===== src/rtl/switch_debounce.sv =====
// -----------------------------------------------------------------------------
// switch_debounce
//
// Synchronizes and debounces a bank of slow mechanical switch inputs. Each bit
// passes through a two-flop synchronizer, then an independent stability
// counter. An output bit takes a new level only after its synchronized input
// has disagreed with the current output for STABLE_CYCLES consecutive cycles.
// A bounce that returns to the current output level clears that bit's count.
//
// Parameters:
//   WIDTH         number of independent switch bits
//   STABLE_CYCLES consecutive mismatch cycles needed to flip an output (>= 1)
//   RESET_VAL     reset level of sw_out and of both synchronizer stages
//
// Ports:
//   clk         single clock
//   rst_n       asynchronous, active-low reset
//   sw_in       raw asynchronous pin levels
//   sw_out      debounced, registered levels
//   sw_rise     one-cycle pulse per bit when sw_out goes 0->1
//   sw_fall     one-cycle pulse per bit when sw_out goes 1->0
//   any_change  registered OR of all rise/fall pulses, coincident with them
// -----------------------------------------------------------------------------
module switch_debounce #(
  parameter int               WIDTH         = 16,
  parameter int               STABLE_CYCLES = 50000,
  parameter logic [WIDTH-1:0] RESET_VAL     = '0
) (
  input  logic             clk,
  input  logic             rst_n,
  input  logic [WIDTH-1:0] sw_in,
  output logic [WIDTH-1:0] sw_out,
  output logic [WIDTH-1:0] sw_rise,
  output logic [WIDTH-1:0] sw_fall,
  output logic             any_change
);

  localparam int               CNT_W    = $clog2(STABLE_CYCLES + 1);
  // Count value at which the next mismatching edge completes the window.
  localparam logic [CNT_W-1:0] CNT_LAST = CNT_W'(STABLE_CYCLES - 1);

  logic [WIDTH-1:0] sync1;
  logic [WIDTH-1:0] sync2;
  logic [CNT_W-1:0] cnt [WIDTH];
  logic [WIDTH-1:0] mismatch;
  logic [WIDTH-1:0] flip;

  // A bit flips on the edge where it still mismatches and its count has
  // already reached the last value; the counter therefore never passes
  // CNT_LAST and never wraps.
  always_comb begin
    mismatch = sync2 ^ sw_out;
    flip     = '0;
    for (int i = 0; i < WIDTH; i++) begin
      flip[i] = mismatch[i] && (cnt[i] == CNT_LAST);
    end
  end

  // Stage 1: two-flop synchronizer. Resetting to RESET_VAL keeps it equal to
  // sw_out so reset release cannot produce a spurious pulse on its own.
  always_ff @(posedge clk or negedge rst_n) begin
    if (!rst_n) begin
      sync1 <= RESET_VAL;
      sync2 <= RESET_VAL;
    end else begin
      sync1 <= sw_in;
      sync2 <= sync1;
    end
  end

  // Stage 2: per-bit stability counters.
  always_ff @(posedge clk or negedge rst_n) begin
    if (!rst_n) begin
      for (int i = 0; i < WIDTH; i++) begin
        cnt[i] <= '0;
      end
    end else begin
      for (int i = 0; i < WIDTH; i++) begin
        if (!mismatch[i] || flip[i]) begin
          cnt[i] <= '0;
        end else begin
          cnt[i] <= cnt[i] + 1'b1;
        end
      end
    end
  end

  // Stage 3: debounced level and edge pulses, all updated on the same edge.
  always_ff @(posedge clk or negedge rst_n) begin
    if (!rst_n) begin
      sw_out     <= RESET_VAL;
      sw_rise    <= '0;
      sw_fall    <= '0;
      any_change <= 1'b0;
    end else begin
      sw_out     <= sw_out ^ flip;
      sw_rise    <= flip & sync2;
      sw_fall    <= flip & ~sync2;
      any_change <= |flip;
    end
  end

endmodule


===== config.mk =====
export PLATFORM = sky130hd
export DESIGN_NAME = switch_debounce
export DESIGN_NICKNAME = d
export VERILOG_FILES = /design/src/rtl/switch_debounce.sv
export SDC_FILE = /design/constraint.sdc
export NUM_CORES = 1
export LEC_CHECK = 0
export ABC_AREA = 1
export CAP_MARGIN = 20
export CORE_MARGIN = 2
export CORE_UTILIZATION = 60
export CTS_CLUSTER_DIAMETER = 60
export DETAILED_ROUTE_END_ITERATION = 8
export GPL_TIMING_DRIVEN = 0
export PLACE_DENSITY = 0.83
export SETUP_SLACK_MARGIN = 0.4
export SYNTH_ARGS = -nofsm -noshare
export SYNTH_HDL_FRONTEND = slang
export SYNTH_SLANG_ARGS = --single-unit
export TNS_END_PERCENT = 50

===== constraint.sdc =====
create_clock -name clk -period 1.78 [get_ports clk]
set_input_delay 0.445 -clock clk [delete_from_list [all_inputs] [get_ports clk]]
set_output_delay 0.445 -clock clk [all_outputs]
set_load 0.05 [all_outputs]

# --- Word-level counts from Yosys, hierarchy flattened ---
# Index checks and enable logic that the tools add are counted.
op_classes:
  eq_ne: 16
  mux: 16
  bitwise_logic: 5
  n_reduce_logical: 49
  addsub: 16
op_table:
  columns: ["operator", "count"]
  rows:
  - ["$add 16x1->16 const B", 16]
  - ["$eq 16x16->1 const B", 16]
  - ["$mux 16", 16]
  - ["$and 16x16->16", 2]
  - ["$xor 16x16->16", 2]
  - ["$logic_and 1x1->1", 16]
  - ["$logic_not 1->1", 16]
  - ["$logic_or 1x1->1", 16]
  - ["$not 16->16", 1]
  - ["$reduce_or 16->1", 1]
totals:
  out_inout_bits: 49
  regBits: 337
  input_bits: 18
  wordCells: 124

# --- Longest topological paths before layout ---
# Gate-level depths: netlist of the first run.
logic_depth:
  word_depth: 4
  depth_mapped: 11
  ltp_nobuf: 11

# --- Least setup slack after synthesis of the first run ---
# Ideal clock, no wire load.
synth_path:
  path_kind: "reg-to-reg"
  start: "reg with a tool-made name"
  end: "reg cnt[213] in the netlist's numbering"
  path_stages_with_launch: 6
  period_less_slack_ns: 1.518
  t_arrival_ns: 1.432
  t_required_ns: 1.694
  n_path_buf: 1
  setup_slack_ns: 0.262
  setup_time_ns: 0.086
  cell_sequence: "dfrtp_1 -> or2_2 -> nand2_1 -> nand2_2 -> buf_6 -> nor3_1"
synth_lines:
  columns: ["element", "line_no", "source"]
  rows:
  - ["end signal: indexed assignment", "82", "cnt[i] <= cnt[i] + 1'b1;"]
  - ["end: declaration", "44", "logic [CNT_W-1:0] cnt [WIDTH];"]

# --- Worst setup path after layout of the first run ---
layout_path:
  start: "reg cnt[224] in the netlist's numbering"
  end: "reg cnt[235] in the netlist's numbering"
layout_via:
  elab_chain_cells: 4
  word_cells_on_any_way: 5
  classes_between: "1 x add/sub; 1 x eq/ne; 1 x mux; 2 x reduce/logical"
layout_lines:
  columns: ["element", "line_no", "source"]
  rows:
  - ["parallel branches: the longest is 3 deep, another holds $add 16x1->16", null, null]
  - ["$mux 16 *", "79", "if (!mismatch[i] || flip[i]) begin"]
# Mark *: on every way between the ends.

==> run metrics, run 1 <==
status=finished, violations left; failing checks=hold timing; Slew Viols, Final=0; ANT cells=0; Iteration-0 DRC Markers=1391; # clock sinks=337; vias in the first global route=13736; initial antenna violation count=0; Port Buffers=66; drt wl/cell=19.4 µm; via count=15344; cells after synthesis=1867; Root Driver=clkbuf_16; total power=17.4 mW; skew final=17.7 ps; initial core utilization=0.609; PnR worst setup slack=3.73 ps; Clk network pwr share=0.485; fmax=563 MHz; Antenna Nets Post-Route=0; worst-case clock buffer depth=3; Synth Net Count=1901; register area share after synthesis=0.533; Die Area=0.0277 mm²; area grow syn2layout=42.3%; All-Layer GR Usage=0.268; Yosys top cell area share=0.533; most common cell in the netlist=nor2_1; Post-synth EDFFs=0; pre-CTS setup slack=117 ps; Final nets=2219; Setup Viol. Count Final=0; Seq cells post-synth=337; post-route minimum period=1780 ps; r2r endpoint=cnt[235]; total negative slack=0 ps; dominant synthesized flop cell=dfrtp_1; WP data arrival=2180 ps; reg2reg start=cnt[224]; flop2flop setup slack=4 ps; grt ovf=0; power density cells=772 mW/mm²; DRC violations left=0; synth cell count leaders=nor2_1 (349), dfrtp_1 (337), nand2_1 (321); Final period util=0.998; Placement Rows=59; core area=0.0260 mm²; share of cells above drive strength 1=0.377; Avg Inst Size Synth=8.48 µm²; RePlAce Congestion=0.873; insertion delay to the later sink of the worst-skew pair=540 ps; peak supply drop=975 µV; Lkg Pwr=10.5 nW; Worst R2R Path Depth=9; final WL=49.4 mm; I/O pin total=67; CP required=2180 ps; P_int=13.5 mW; Rel. slew slack=0.508; Hold WC Path Type=in2async; sequential group share of total power=0.455; unrepaired setup endpoints after global routing=yes; largest net degree at the start of global routing=126; Max-cap violations=0; Via density=6.02; post-synthesis cell type with the largest combined area=dfrtp_1; CTS tree=done; total CTS buffers=38; clk slew on worst S/H paths=70 ps; CP startpoint kind=flip-flop; top cells by area, synth=dfrtp_1 (53%), nor2_1 (8.3%), nand2_1 (7.6%); Synth cell types=36; count of final hold-check violations=70; Crit. End Element=flip-flop; Crit Path Max Fanout=5; Worst Max-Slew Pin Slew=738 ps; filler cell count in the final layout=1116; Yosys warning count=0; router iterations before antenna repair=7; # H-tree levels=2; chip width=166 µm; dpl hpwl=20.8 mm; Final Hold Slack=-74.3 ps; switching pwr=3.91 mW; asr flop ratio synth=1.00; Sw Share=0.225; Die Y=166 µm; critical path class=reg2reg; Synth Cell Area=0.0158 mm²; first-pass GRT wire length=62.7 mm; Logic pwr share=0.060
-- metrics by stage --
stage / utilization / instances / instance area (µm²)
finish: 0.867 / 2548 / 22500
global route: 0.867 / 2548 / 22500
CTS: 0.779 / 2451 / 20300
detailed placement: 0.658 / 2270 / 17100
global placement: 0.656 / 2268 / 17000
floorplan: - / 1867 / 16000
-- sequential cells by signal, indices dropped and copies added, names as in the netlist, named ones only --
register	flops
sync2	16
sw_fall	16
sw_rise	16
cnt	256
sync1	16
any_change	1
-- worst max path at each step --
stage | from | endpoint | slack [ps] | depth (start not counted)
3_3_place_gp | rst_n | asynchronous set/reset pin | -15410 | 1
3_5_place_dp | flip-flop | sw_out[10] | 120 | 1
5_1_grt | cnt[224] | cnt[235] | -70 | 9
2_1_floorplan | cnt[48] | cnt[56] | 380 | 9
6_report | cnt[224] | cnt[235] | 4 | 9
4_1_cts | flip-flop | sw_out[8] | 210 | 1
-- power groups by stage --
stage | Sequential, mW | Clock, mW | Combinational (mW)
4_1_cts | 7.87 | 8.40 | 0.807
3_5_place_dp | 8.00 | 0 | 0.607
2_1_floorplan | 7.98 | 0 | 0.325
6_report | 7.91 | 8.44 | 1.05
5_1_grt | 7.92 | 8.78 | 1.14
3_3_place_gp | 8.01 | 0 | 0.568
-- cells by family (layout without fill, tap and decap cells) --
kind of cell / count (synthesis) / after routing / synth area share
AOI/OAI and AO/OA: 224 / 224 / 0.0807
adders and majority gates: 16 / 16 / 0.0126
and+or+nand+nor: 1006 / 1006 / 0.288
buffers and inverters: 242 / 588 / 0.0626
DFF: 337 / 337 / 0.533
xor gates and xnor gates: 42 / 42 / 0.0232
-- layer usage --
metal  track usage  share of wire
met2         0.480           0.52
met4         0.105          0.052
met1         0.325           0.36
met5             0              0
met3        0.0433          0.068
-- critical path: stages (launching register included) --
cell and delay, ps:
dfrtp_1 430, ha_2 210, nand2_4 90, inv_4 40, nand2_4 80, nor2_4 50
nand2_2 110, buf_6 140, o211ai_1 150, a21oi_1 330
-- what timing repair did --
action | 4_1_cts | 5_1_grt
endpoints found under the setup margin | 307 | 335
endpoints found under the hold margin | 90 | 0
buffers inserted | 105 | 94
gates cloned | 8 | 3
resized for setup | 570 | 391
pin swaps | 84 | 140
-- final cells by class --
class	instances	area, µm²	share of cell area
tap	335	419	0.0186
multi-input combinational	1288	8630	0.383
timing repair buffer	277	2600	0.115
clock buffer	58	1130	0.0501
timing repair inverter	1	8.76	0.000389
sequential	337	8470	0.376
clock inverter	10	200	0.00888
buffer	12	154	0.00683
inverter	230	921	0.0409
-- cells in the final DEF, fill, tap and decap left out, types with 10 or more instances in the layout --
master / instances
a21oi_1: 84
a21oi_2: 29
a31oi_1: 10
buf_4: 168
buf_6: 90
clkbuf_1: 13
clkbuf_16: 42
clkdlybuf4s50_1: 16
dfrtp_1: 305
dfrtp_2: 32
inv_1: 201
inv_2: 16
nand2_1: 230
nand2_2: 61
nand2_4: 61
nand3_1: 55
nand3_2: 24
nand4_1: 25
nor2_1: 257
nor2_2: 51
nor2_4: 71
nor3_1: 53
nor3_2: 32
nor3_4: 11
nor3b_2: 23
o21a_1: 31
o21ai_0: 29
or2_4: 13
xor2_1: 33
Note: power is estimated with default switching activity, not from simulation.
==> run 2, diff against run 1 <==
--- a/config.mk
+++ b/config.mk
@@ -8,11 +8,12 @@
 export ABC_AREA = 1
 export CAP_MARGIN = 20
 export CORE_MARGIN = 2
-export CORE_UTILIZATION = 60
+export CORE_UTILIZATION = 55
 export CTS_CLUSTER_DIAMETER = 60
 export DETAILED_ROUTE_END_ITERATION = 8
 export GPL_TIMING_DRIVEN = 0
-export PLACE_DENSITY = 0.83
+export PLACE_DENSITY = 0.77
+export RECOVER_POWER = 100
 export SETUP_SLACK_MARGIN = 0.4
 export SYNTH_ARGS = -nofsm -noshare
 export SYNTH_HDL_FRONTEND = slang
==> run 2 against run 1 <==
Net effect: the flow still finishes with violations (hold timing); routed wire length down 6.3%; clock-buffer cell count stayed put; first-iteration DRC count is 2.4% lower; register-to-register slack better by 120 ps; sequential power is essentially flat; maximum frequency is 7.6% higher; sequential share of layout area shrank 0.33 points; critical path type unchanged; largest cell class unchanged.
==> run metrics, run 2 (same netlist as run 1, synthesis figures left out) <==
Port Buffers=66; RePlAce Congestion=0.866; status=finished, violations left; GRT met3 Usage=0.0357; CTS tree=done; drt wl/cell=17.7 µm; gr busiest metal=met2; DRC violations left=0; Max-cap violations=0; cell mode on critical path=nand2_4; Hold WC Path Type=in2async; largest net degree at the start of global routing=123; Lkg Pwr=10.7 nW; initial antenna violation count=1; # H-tree levels=2; critical path's slowest cell=dfrtp_1; via count=14802; All-Layer GR Usage=0.234; clk slew on worst S/H paths=70 ps; final instance area=0.0227 mm²; total CTS buffers=38; critical path class=reg2reg; PnR worst setup slack=129 ps; Final period util=0.928; Final Util=0.797; slowest stage delay, CP=430 ps; worst-case clock buffer depth=3; first-pass GRT wire length=60.3 mm; Rel. slew slack=0.479; max reg flops=256; count of final hold-check violations=29; Via density=5.67; Antenna Nets Post-Route=0; initial core utilization=0.555; # clock sinks=337; WP data arrival=2080 ps; ANT cells=0; filler cell count in the final layout=1610; skew final=19.9 ps; hold-fix buffers at CTS=0; Crit. End Element=flip-flop; failing checks=hold timing; fmax=606 MHz; CP required=2210 ps; insertion delay to the later sink of the worst-skew pair=530 ps; peak supply drop=680 µV; Biggest register=cnt; unrepaired setup endpoints after global routing=yes; final WL=46.3 mm; core area=0.0285 mm²; Placement Rows=62; chip width=174 µm; Die Y=174 µm; Final nets=2233; pre-CTS setup slack=95.3 ps; Die Area=0.0302 mm²; dpl hpwl=21.1 mm; post-route minimum period=1650 ps; GR Util met2=0.424; I/O pin total=67; Crit Path Max Fanout=5; met1 Track Usage GR=0.287; area grow syn2layout=43.6%; Slew Viols, Final=0; Iteration-0 DRC Markers=1358; CP startpoint kind=flip-flop; power density cells=752 mW/mm²; Worst Max-Slew Pin Slew=781 ps; router iterations before antenna repair=5; Root Driver=clkbuf_16; most common cell after layout, fill and taps aside=dfrtp_1; share of cells above drive strength 1=0.382; Setup Viol. Count Final=0; most frequent cells in the layout=dfrtp_1 (303), nor2_1 (259), nand2_1 (227), inv_1 (196), buf_4 (183); vias in the first global route=13778; grt ovf=0; crit-path cells=ha_4, nand2_4, inv_4, nand2_4, nor2_4, nand2_2, nand2_4, buf_12, buf_8, nor3b_2; Final Hold Slack=-10.6 ps; DP Area=0.0172 mm²
==> run 2: changes by cell type in the layout (fill, tap and decap cells not counted), sizes merged, moves of 2 or more <==
| cell | previous run | this run |
|---|---|---|
| buf | 272 | 280 |
| bufinv | 6 | 3 |
| clkbuf | 59 | 65 |
| clkdlybuf4s50 | 16 | 0 |
| dlygate4sd3 | 0 | 16 |
| inv | 229 | 231 |
==> run 2: worst paths after layout <==
check / from / to / cells after the start / slack, ps
setup / recovery: cnt[64] / cnt[70] / 10 / 130
hold / removal: rst_n / cnt[250] / 1 / -10
setup reg to reg: cnt[64] / cnt[70] / 10 / 130
hold reg to reg: sync1[14] / sync2[14] / 0 / 350
max in group asynchronous: rst_n / asynchronous set/reset pin / 2 / 660
min in group clk: sync1[14] / sync2[14] / 0 / 350
==> run 2: critical path, delay by kind of cell (launching register included) <==
family / cells / cell delay (ps)
adder cells (fa/ha/maj): 1 / 200
buffers and inverters: 3 / 320
flip-flops: 1 / 430
AND/OR/NAND/NOR: 6 / 600
==> run 2: where the power goes <==
part	switching, mW	internal, mW	leakage (nW)	total [mW]
Combinational	0.592	0.473	5.52	1.06
Clock	3.26	4.87	0.633	8.13
Sequential	0.122	7.78	4.54	7.91
==> run 2: metrics by stage <==
stage	std cells	TNS (ps)	power, mW	hold slack, ps
finish	2612	0	17.1	-10.6
detailed placement	2319	0	8.60	335
global route	2612	0	17.6	54.5
floorplan	1867	0	8.31	149
global placement	2317	-4800900	8.57	332
CTS	2501	0	16.8	14.9
==> run 2: layer usage <==
metal	share of wire	up-vias
met5	0.00028	-
met4	0.036	2
met3	0.048	185
met2	0.54	607
met1	0.38	7316
li1	-	6692
==> run 2: area by class of cell <==
cell class                 instances  area, µm²  share of cell area
buffer                            12        165             0.00726
sequential                       337       8480               0.373
clock inverter                    11        159             0.00699
timing repair buffer             291       2740               0.121
timing repair inverter             1       11.3            0.000495
inverter                         230        918              0.0404
multi-input combinational       1288       8650               0.380
clock buffer                      58       1140              0.0500
tap                              384        480              0.0211
==> run 2: what timing repair did <==
item	CTS	global route
endpoints found under the setup margin	308	335
gates cloned	10	2
resized for setup	552	441
pin swaps	70	148
buffers inserted	103	109
